File: config.mk
export PLATFORM = sky130hd
export DESIGN_NAME = perf_cnt_unit
export DESIGN_NICKNAME = d
export VERILOG_FILES = /design/src/rtl/perf_cnt_unit.sv
export SDC_FILE = /design/constraint.sdc
export NUM_CORES = 2
export LEC_CHECK = 0
export CORE_MARGIN = 8
export CORE_UTILIZATION = 48
export CTS_BUF_LIST = sky130_fd_sc_hd__clkbuf_2 sky130_fd_sc_hd__clkbuf_4 sky130_fd_sc_hd__clkbuf_8
export CTS_CLUSTER_DIAMETER = 150
export DETAILED_ROUTE_END_ITERATION = 10
export PLACE_DENSITY_LB_ADDON = 0.15
export SETUP_SLACK_MARGIN = 0.02
export SYNTH_ARGS = -nofsm -noshare
export SYNTH_HDL_FRONTEND = slang
export SYNTH_SLANG_ARGS = --single-unit
File: constraint.sdc
create_clock -name clk -period 53.3 [get_ports clk]
set_input_delay 13.325 -clock clk [delete_from_list [all_inputs] [get_ports clk]]
set_output_delay 13.325 -clock clk [all_outputs]
set_load 0.005 [all_outputs]
File: src/rtl/perf_cnt_unit.sv
// perf_cnt_unit: event-selectable performance counters with overflow, freeze, irq and snapshot
module perf_cnt_unit #(
    parameter int NUM_CNT = 16,
    parameter int CNT_W   = 32,
    parameter int NUM_EVT = 16,
    parameter int SEL_W   = 4
) (
    input  logic                     clk,
    input  logic                     rst,
    input  logic [NUM_EVT-1:0]       evt,
    input  logic                     cfg_valid,
    output logic                     cfg_ready,
    input  logic                     cfg_we,
    input  logic [7:0]               cfg_addr,
    input  logic [31:0]              cfg_wdata,
    output logic                     cfg_rvalid,
    input  logic                     cfg_rready,
    output logic [31:0]              cfg_rdata,
    output logic [NUM_CNT*CNT_W-1:0] cnt_out,
    output logic                     irq
);
    logic [CNT_W-1:0]      r_cnt [NUM_CNT];
    logic [CNT_W-1:0]      r_shd [NUM_CNT];
    logic [SEL_W-1:0]      r_sel [NUM_CNT];
    logic [NUM_CNT-1:0]    r_en;
    logic [NUM_CNT-1:0]    r_ie;
    logic [NUM_CNT-1:0]    r_ovf;
    logic                  r_gen;
    logic                  r_frz_en;
    logic                  r_frozen;
    logic                  r_rvalid;
    logic                  r_irq;
    logic [31:0]           r_rdata;
    logic                  w_acc;
    logic                  w_wr;
    logic                  w_rd;
    logic [4:0]            w_idx;
    logic                  w_blk_cnt;
    logic                  w_blk_ctl;
    logic                  w_blk_shd;
    logic                  w_glb;
    logic                  w_ovf_reg;
    logic                  w_snp;
    logic                  w_clr_all;
    logic [NUM_CNT-1:0]    w_ovf_w1c;
    logic [NUM_CNT-1:0]    w_inc;
    logic [NUM_CNT-1:0]    w_cnt_wr;
    logic [NUM_CNT-1:0]    w_ctl_wr;
    logic [NUM_CNT-1:0]    w_ovf_set;
    logic [NUM_CNT-1:0]    w_ovf_nxt;
    logic [CNT_W-1:0]      w_cnt_nxt [NUM_CNT];
    logic [2**SEL_W-1:0]   w_evt_ext;
    logic [31:0]           w_rd_cnt;
    logic [31:0]           w_rd_ctl;
    logic [31:0]           w_rd_shd;
    logic [31:0]           w_rd_val;
    logic                  w_unused;

    assign w_acc     = cfg_valid & cfg_ready;
    assign w_wr      = w_acc & cfg_we;
    assign w_rd      = w_acc & ~cfg_we;
    assign w_idx     = cfg_addr[4:0];
    assign w_blk_cnt = cfg_addr[7:5] == 3'd0;
    assign w_blk_ctl = cfg_addr[7:5] == 3'd1;
    assign w_blk_shd = cfg_addr[7:5] == 3'd3;
    assign w_glb     = cfg_addr == 8'h40;
    assign w_ovf_reg = cfg_addr == 8'h41;
    assign w_snp     = cfg_addr == 8'h42;
    assign w_clr_all = w_wr & w_glb & cfg_wdata[2];
    assign w_ovf_w1c = (w_wr & w_ovf_reg) ? cfg_wdata[NUM_CNT-1:0] : '0;
    assign w_ovf_nxt = w_clr_all ? '0 : (r_ovf & ~w_ovf_w1c) | w_ovf_set;
    assign w_unused  = ^cfg_wdata;

    // pad the event vector so selects beyond NUM_EVT see a constant zero
    always_comb begin
        w_evt_ext = '0;
        w_evt_ext[NUM_EVT-1:0] = evt;
    end

    for (genvar i = 0; i < NUM_CNT; i++) begin : g_cnt
        assign w_inc[i]     = r_gen & r_en[i] & w_evt_ext[r_sel[i]] & ~r_frozen;
        assign w_cnt_wr[i]  = w_wr & w_blk_cnt & (w_idx == 5'(i));
        assign w_ctl_wr[i]  = w_wr & w_blk_ctl & (w_idx == 5'(i));
        assign w_ovf_set[i] = w_inc[i] & (&r_cnt[i]) & ~w_cnt_wr[i] & ~w_clr_all;
        assign w_cnt_nxt[i] = w_clr_all   ? '0 :
                              w_cnt_wr[i] ? cfg_wdata[CNT_W-1:0] :
                                            r_cnt[i] + CNT_W'(w_inc[i]);
        assign cnt_out[i*CNT_W +: CNT_W] = r_cnt[i];
    end

    // per-index read mux; indices at or above NUM_CNT match nothing and read zero
    always_comb begin
        w_rd_cnt = '0;
        w_rd_ctl = '0;
        w_rd_shd = '0;
        for (int k = 0; k < NUM_CNT; k++) begin
            if (w_idx == 5'(k)) begin
                w_rd_cnt = 32'(r_cnt[k]);
                w_rd_ctl = 32'(r_sel[k]) | {22'b0, r_ie[k], r_en[k], 8'b0};
                w_rd_shd = 32'(r_shd[k]);
            end
        end
        w_rd_val = w_blk_cnt ? w_rd_cnt :
                   w_blk_ctl ? w_rd_ctl :
                   w_blk_shd ? w_rd_shd :
                   w_glb     ? {30'b0, r_frz_en, r_gen} :
                   w_ovf_reg ? 32'(r_ovf) : '0;
    end

    // live counters: clear-all beats software load beats increment
    always_ff @(posedge clk or posedge rst) begin
        if (rst) begin
            for (int k = 0; k < NUM_CNT; k++) r_cnt[k] <= '0;
        end else begin
            for (int k = 0; k < NUM_CNT; k++) r_cnt[k] <= w_cnt_nxt[k];
        end
    end

    // per-counter control: event select, enable, irq enable
    always_ff @(posedge clk or posedge rst) begin
        if (rst) begin
            for (int k = 0; k < NUM_CNT; k++) r_sel[k] <= '0;
            r_en <= '0;
            r_ie <= '0;
        end else begin
            for (int k = 0; k < NUM_CNT; k++) begin
                if (w_ctl_wr[k]) begin
                    r_sel[k] <= cfg_wdata[SEL_W-1:0];
                    r_en[k]  <= cfg_wdata[8];
                    r_ie[k]  <= cfg_wdata[9];
                end
            end
        end
    end

    // global enable and freeze-on-overflow; clear-all is a pulse and is not stored
    always_ff @(posedge clk or posedge rst) begin
        if (rst) begin
            r_gen    <= 1'b0;
            r_frz_en <= 1'b0;
        end else if (w_wr & w_glb) begin
            r_gen    <= cfg_wdata[0];
            r_frz_en <= cfg_wdata[1];
        end
    end

    // sticky overflow, freeze latch released once every ovf bit is gone, registered irq
    always_ff @(posedge clk or posedge rst) begin
        if (rst) begin
            r_ovf    <= '0;
            r_frozen <= 1'b0;
            r_irq    <= 1'b0;
        end else begin
            r_ovf    <= w_ovf_nxt;
            r_frozen <= (w_ovf_nxt == '0) ? 1'b0 : (r_frozen | (r_frz_en & (|w_ovf_set)));
            r_irq    <= |(w_ovf_nxt & r_ie);
        end
    end

    // snapshot copies the pre-increment counter values of the write cycle
    always_ff @(posedge clk or posedge rst) begin
        if (rst) begin
            for (int k = 0; k < NUM_CNT; k++) r_shd[k] <= '0;
        end else if (w_wr & w_snp) begin
            for (int k = 0; k < NUM_CNT; k++) r_shd[k] <= r_cnt[k];
        end
    end

    // read response: held until consumed, refilled on the same edge by a new read
    always_ff @(posedge clk or posedge rst) begin
        if (rst) begin
            r_rvalid <= 1'b0;
            r_rdata  <= '0;
        end else if (w_rd) begin
            r_rvalid <= 1'b1;
            r_rdata  <= w_rd_val;
        end else if (cfg_rready) begin
            r_rvalid <= 1'b0;
        end
    end

    assign cfg_ready  = ~r_rvalid | cfg_rready;
    assign cfg_rvalid = r_rvalid;
    assign cfg_rdata  = r_rdata;
    assign irq        = r_irq;
endmodule
==> impl_metrics.json <==
{
  "cp_common_cell": "sky130_fd_sc_hd__clkdlybuf4s50_1",
  "cts_max_path_buffers": 3,
  "synth_top_family_by_area": "compound AO/OA/AOI/OAI gates",
  "netlist_top_cells_area": "sky130_fd_sc_hd__dfrtp_1, sky130_fd_sc_hd__mux2_2, sky130_fd_sc_hd__a211oi_1",
  "synthDominantAreaCellType": "sky130_fd_sc_hd__dfrtp_1",
  "crit_slowest_cell": "sky130_fd_sc_hd__clkdlybuf4s50_1",
  "synth_edf_count": 0,
  "critPathCaptureType": "output pin",
  "worst_pin_slew_ns": 1.54,
  "cts_tree": "done",
  "synth-adder-area-share": 0.00620,
  "rrSetupSlack_ns": 48.73,
  "critical_path.cell_chain": "clkdlybuf4s50_1 -> nor2b_1 -> inv_1 -> clkdlybuf4s50_1",
  "nature_of_the_critical_path_startpoint": "primary input",
  "number_of_antenna_violations_at_the_first_check_in_global_routing": 26,
  "grt_use_met2": 0.612,
  "grt_start_max_net_pins": 193,
  "globalRouteTotalUtil": 0.430,
  "die-area_um2": 147000,
  "r2r.worst_path.cells": 13,
  "hpwl_detailed_um": 234000,
  "clock-skew-final_ns": 0.0531,
  "clkSlewWorstSetupHoldPaths_ns": 0.06,
  "finalNetCount": 7039,
  "cts-buffers-inserted": 202,
  "routedWlPerCell_um": 37.0,
  "yosys_most_used_dff": "sky130_fd_sc_hd__dfrtp_1",
  "final_layout_size_suffix_gt1_frac": 0.174,
  "flop_and_latch_count_out_of_synthesis": 1173,
  "post_synthesis_compound_gate_area_fraction": 0.160,
  "final-max-slew-violation-count": 2,
  "floorplan.initialDensity": 0.484,
  "synth_xor_xnor_area_share": 0.0651,
  "fmax_ghz": 0.0354,
  "post_synth.cell_area_avg_um2": 9.90,
  "cap_viol_max_count": 1,
  "fin_crit_sh": 0.530,
  "number_of_global_route_vias_before_repair": 58591,
  "avgViaCountPerCell": 7.01,
  "report.final.setup_viol": 0,
  "grt.met1_usage": 0.539,
  "floorplan.rows": 134,
  "synth_top_cell_area_share": 0.455,
  "routed_wirelength_um": 329000,
  "data_arrival_critical_path_ns": 14.92,
  "worst_hold_path.num_cells": 2,
  "post_cts_hold_buffer_count": 0,
  "accumulated_negative_setup_slack_ns": 0,
  "max-vdd-ir-drop_mv": 0.0246,
  "clock_period_minus_final_worst_setup_slack_ns": 28.24,
  "failed_checks": "max-capacitance violations, max-slew violations",
  "outcome": "complete, but fails checks",
  "critPathKind": "primary input to output pin",
  "drc_errors": 0,
  "post-cts-setup-buffer-count": 0,
  "grt.overflow.total": 0,
  "via_count": 62321,
  "drt_pass1_iterations": 8,
  "rsz0062_at_grt": "no",
  "cp_data_required_time_ns": 39.98,
  "die_x_um": 383,
  "power_density_nw_per_um2": 26.8,
  "r2r-end": "cnt_out[251]$_DFF_PP0_",
  "top_usage_layer": "met2",
  "netlist_instances": 6520,
  "final_hold_viols": 0,
  "yosysWarnings": 0,
  "clock-root-buffer": "sky130_fd_sc_hd__clkbuf_8",
  "critical_path.reg2reg.startpoint": "r_sel[34]$_DFFE_PP0P_",
  "gpl.final_weighted_congestion": 1.03,
  "die_h_um": 383,
  "post_synth_num_cell_types": 87,
  "h_tree_levels": 4,
  "asyncSetResetFlopFracSynth": 1.00,
  "critPathMaxStageDelay_ns": 0.50,
  "worstHoldStart": "r_shd[198]$_DFFE_PP0P_",
  "netlist_area_um2": 64600,
  "worstHoldEndpoint": "r_shd[198]$_DFFE_PP0P_",
  "postCtsResizedCells": 0,
  "grt_pass1_wl_um": 456000,
  "share_of_synthesized_area_occupied_by_flip_flops_and_latches": 0.455,
  "worstPathMaxFanout": 6,
  "synthTopCellsByCount": "sky130_fd_sc_hd__dfrtp_1, sky130_fd_sc_hd__nor2_1, sky130_fd_sc_hd__mux2_2",
  "initialDrtViolationCount": 9467,
  "hold_class": "flip-flop to flip-flop",
  "synth.most_common_cell": "sky130_fd_sc_hd__dfrtp_1",
  "cts_num_sinks": 1173,
  "synthSimpleGateAreaFrac": 0.149,
  "port_buffers": 607,
  "antenna_violation_net_count_after_detailed_routing": 0,
  "io-pin-count": 608,
  "clk-insertion-delay-late_ns": 0.98,
  "max-slew-margin-rel": -0.0342,
  "yosys-mux-area-fraction": 0.130,
  "hold_slack_ns": 0.485,
  "synthToLayoutAreaGrowth_pct": 18.5,
  "grt_use_met3": 0.155,
  "postSynthNetCount": 6613,
  "power.static_leakage_nw": 32.8,
  "placeableCoreArea_um2": 133000
}
-- registers in the layout, indices dropped and copies added, names as in the netlist --
register    flops
cnt_out       512
r_shd         512
r_sel          64
cfg_rdata      32
r_en           16
r_ie           16
r_ovf          16
cfg_rvalid      1
irq             1
r_frozen        1
r_frz_en        1
r_gen           1
-- kinds of logic (layout without fill, tap and decap cells) --
group / count (synthesis) / count (layout)
XOR/XNOR: 480 / 480
multiplexers: 722 / 722
AO/OA/AOI/OAI: 1433 / 1433
other: 0 / 28
adder cells (fa/ha/maj): 32 / 32
flip-flops: 1173 / 1173
buffers and inverters: 596 / 1170
AND/OR/NAND/NOR: 2084 / 2084
-- metrics by stage --
stage	util	instances	total power [W]	setup slack (ns)	area (um^2)
final	0.573	8890	0.00205	25.06	76500
after global placement	0.541	8510	0.00117	25.10	72200
after detailed placement	0.541	8510	0.00117	25.09	72200
after floorplan	-	6520	0.00104	6.93	64600
after CTS	0.573	8862	0.00204	25.08	76400
after global routing	0.573	8864	0.00209	24.98	76400
-- layout by cell type, fill, tap and decap left out, drive strengths merged, types with 55 or more instances in the layout --
| master | instances |
|---|---|
| a211oi | 502 |
| a21oi | 140 |
| a221oi | 58 |
| a22oi | 167 |
| and3 | 72 |
| buf | 178 |
| clkbuf | 320 |
| clkdlybuf4s50 | 591 |
| dfrtp | 1173 |
| inv | 55 |
| mux2 | 599 |
| mux2i | 91 |
| nand2 | 491 |
| nand3 | 256 |
| nand4 | 160 |
| nor2 | 812 |
| nor3 | 79 |
| o21ai | 165 |
| o22ai | 77 |
| xnor2 | 154 |
| xor2 | 326 |
-- routing by layer --
layer	wire length [um]	up-vias
met4	28700	14
met2	137000	5070
met5	93	-
li1	-	24919
met3	44700	1259
met1	119000	31059
-- final cells by class --
type,count,area (um^2)
repair buffers,769,7290
diodes,28,70.1
clock buffers,320,4020
well taps,1768,2210
flip-flops and latches,1173,29400
clock inverters,32,216
inverters,49,191
multi-input cells,4751,33200
fillers,11733,57000
-- power by group --
part | switching, W | total, W | internal [W]
Clock | 0.000404 | 0.000880 | 0.000476
Sequential | 0.0000640 | 0.000977 | 0.000913
Combinational | 0.000116 | 0.000191 | 0.0000755
Total | 0.000584 | 0.00205 | 0.00146
-- critical path: cells and delay by family --
family / cells / cell delay (ns)
buffers and inverters: 3 / 1.10
and+or+nand+nor: 1 / 0.49
-- how the worst max path moves through the flow --
stage / start / endpoint / slack (ns)
2_1_floorplan: rst / cfg_rdata[0]$_DFFE_PP0P_ / 6.93
3_3_place_gp: cfg_rready / cfg_ready / 25.10
3_5_place_dp: cfg_rready / cfg_ready / 25.09
4_1_cts: cfg_rready / cfg_ready / 25.08
5_1_grt: cfg_rready / cfg_ready / 24.98
6_report: cfg_rready / cfg_ready / 25.06
Note: power is estimated with default switching activity, not from simulation.
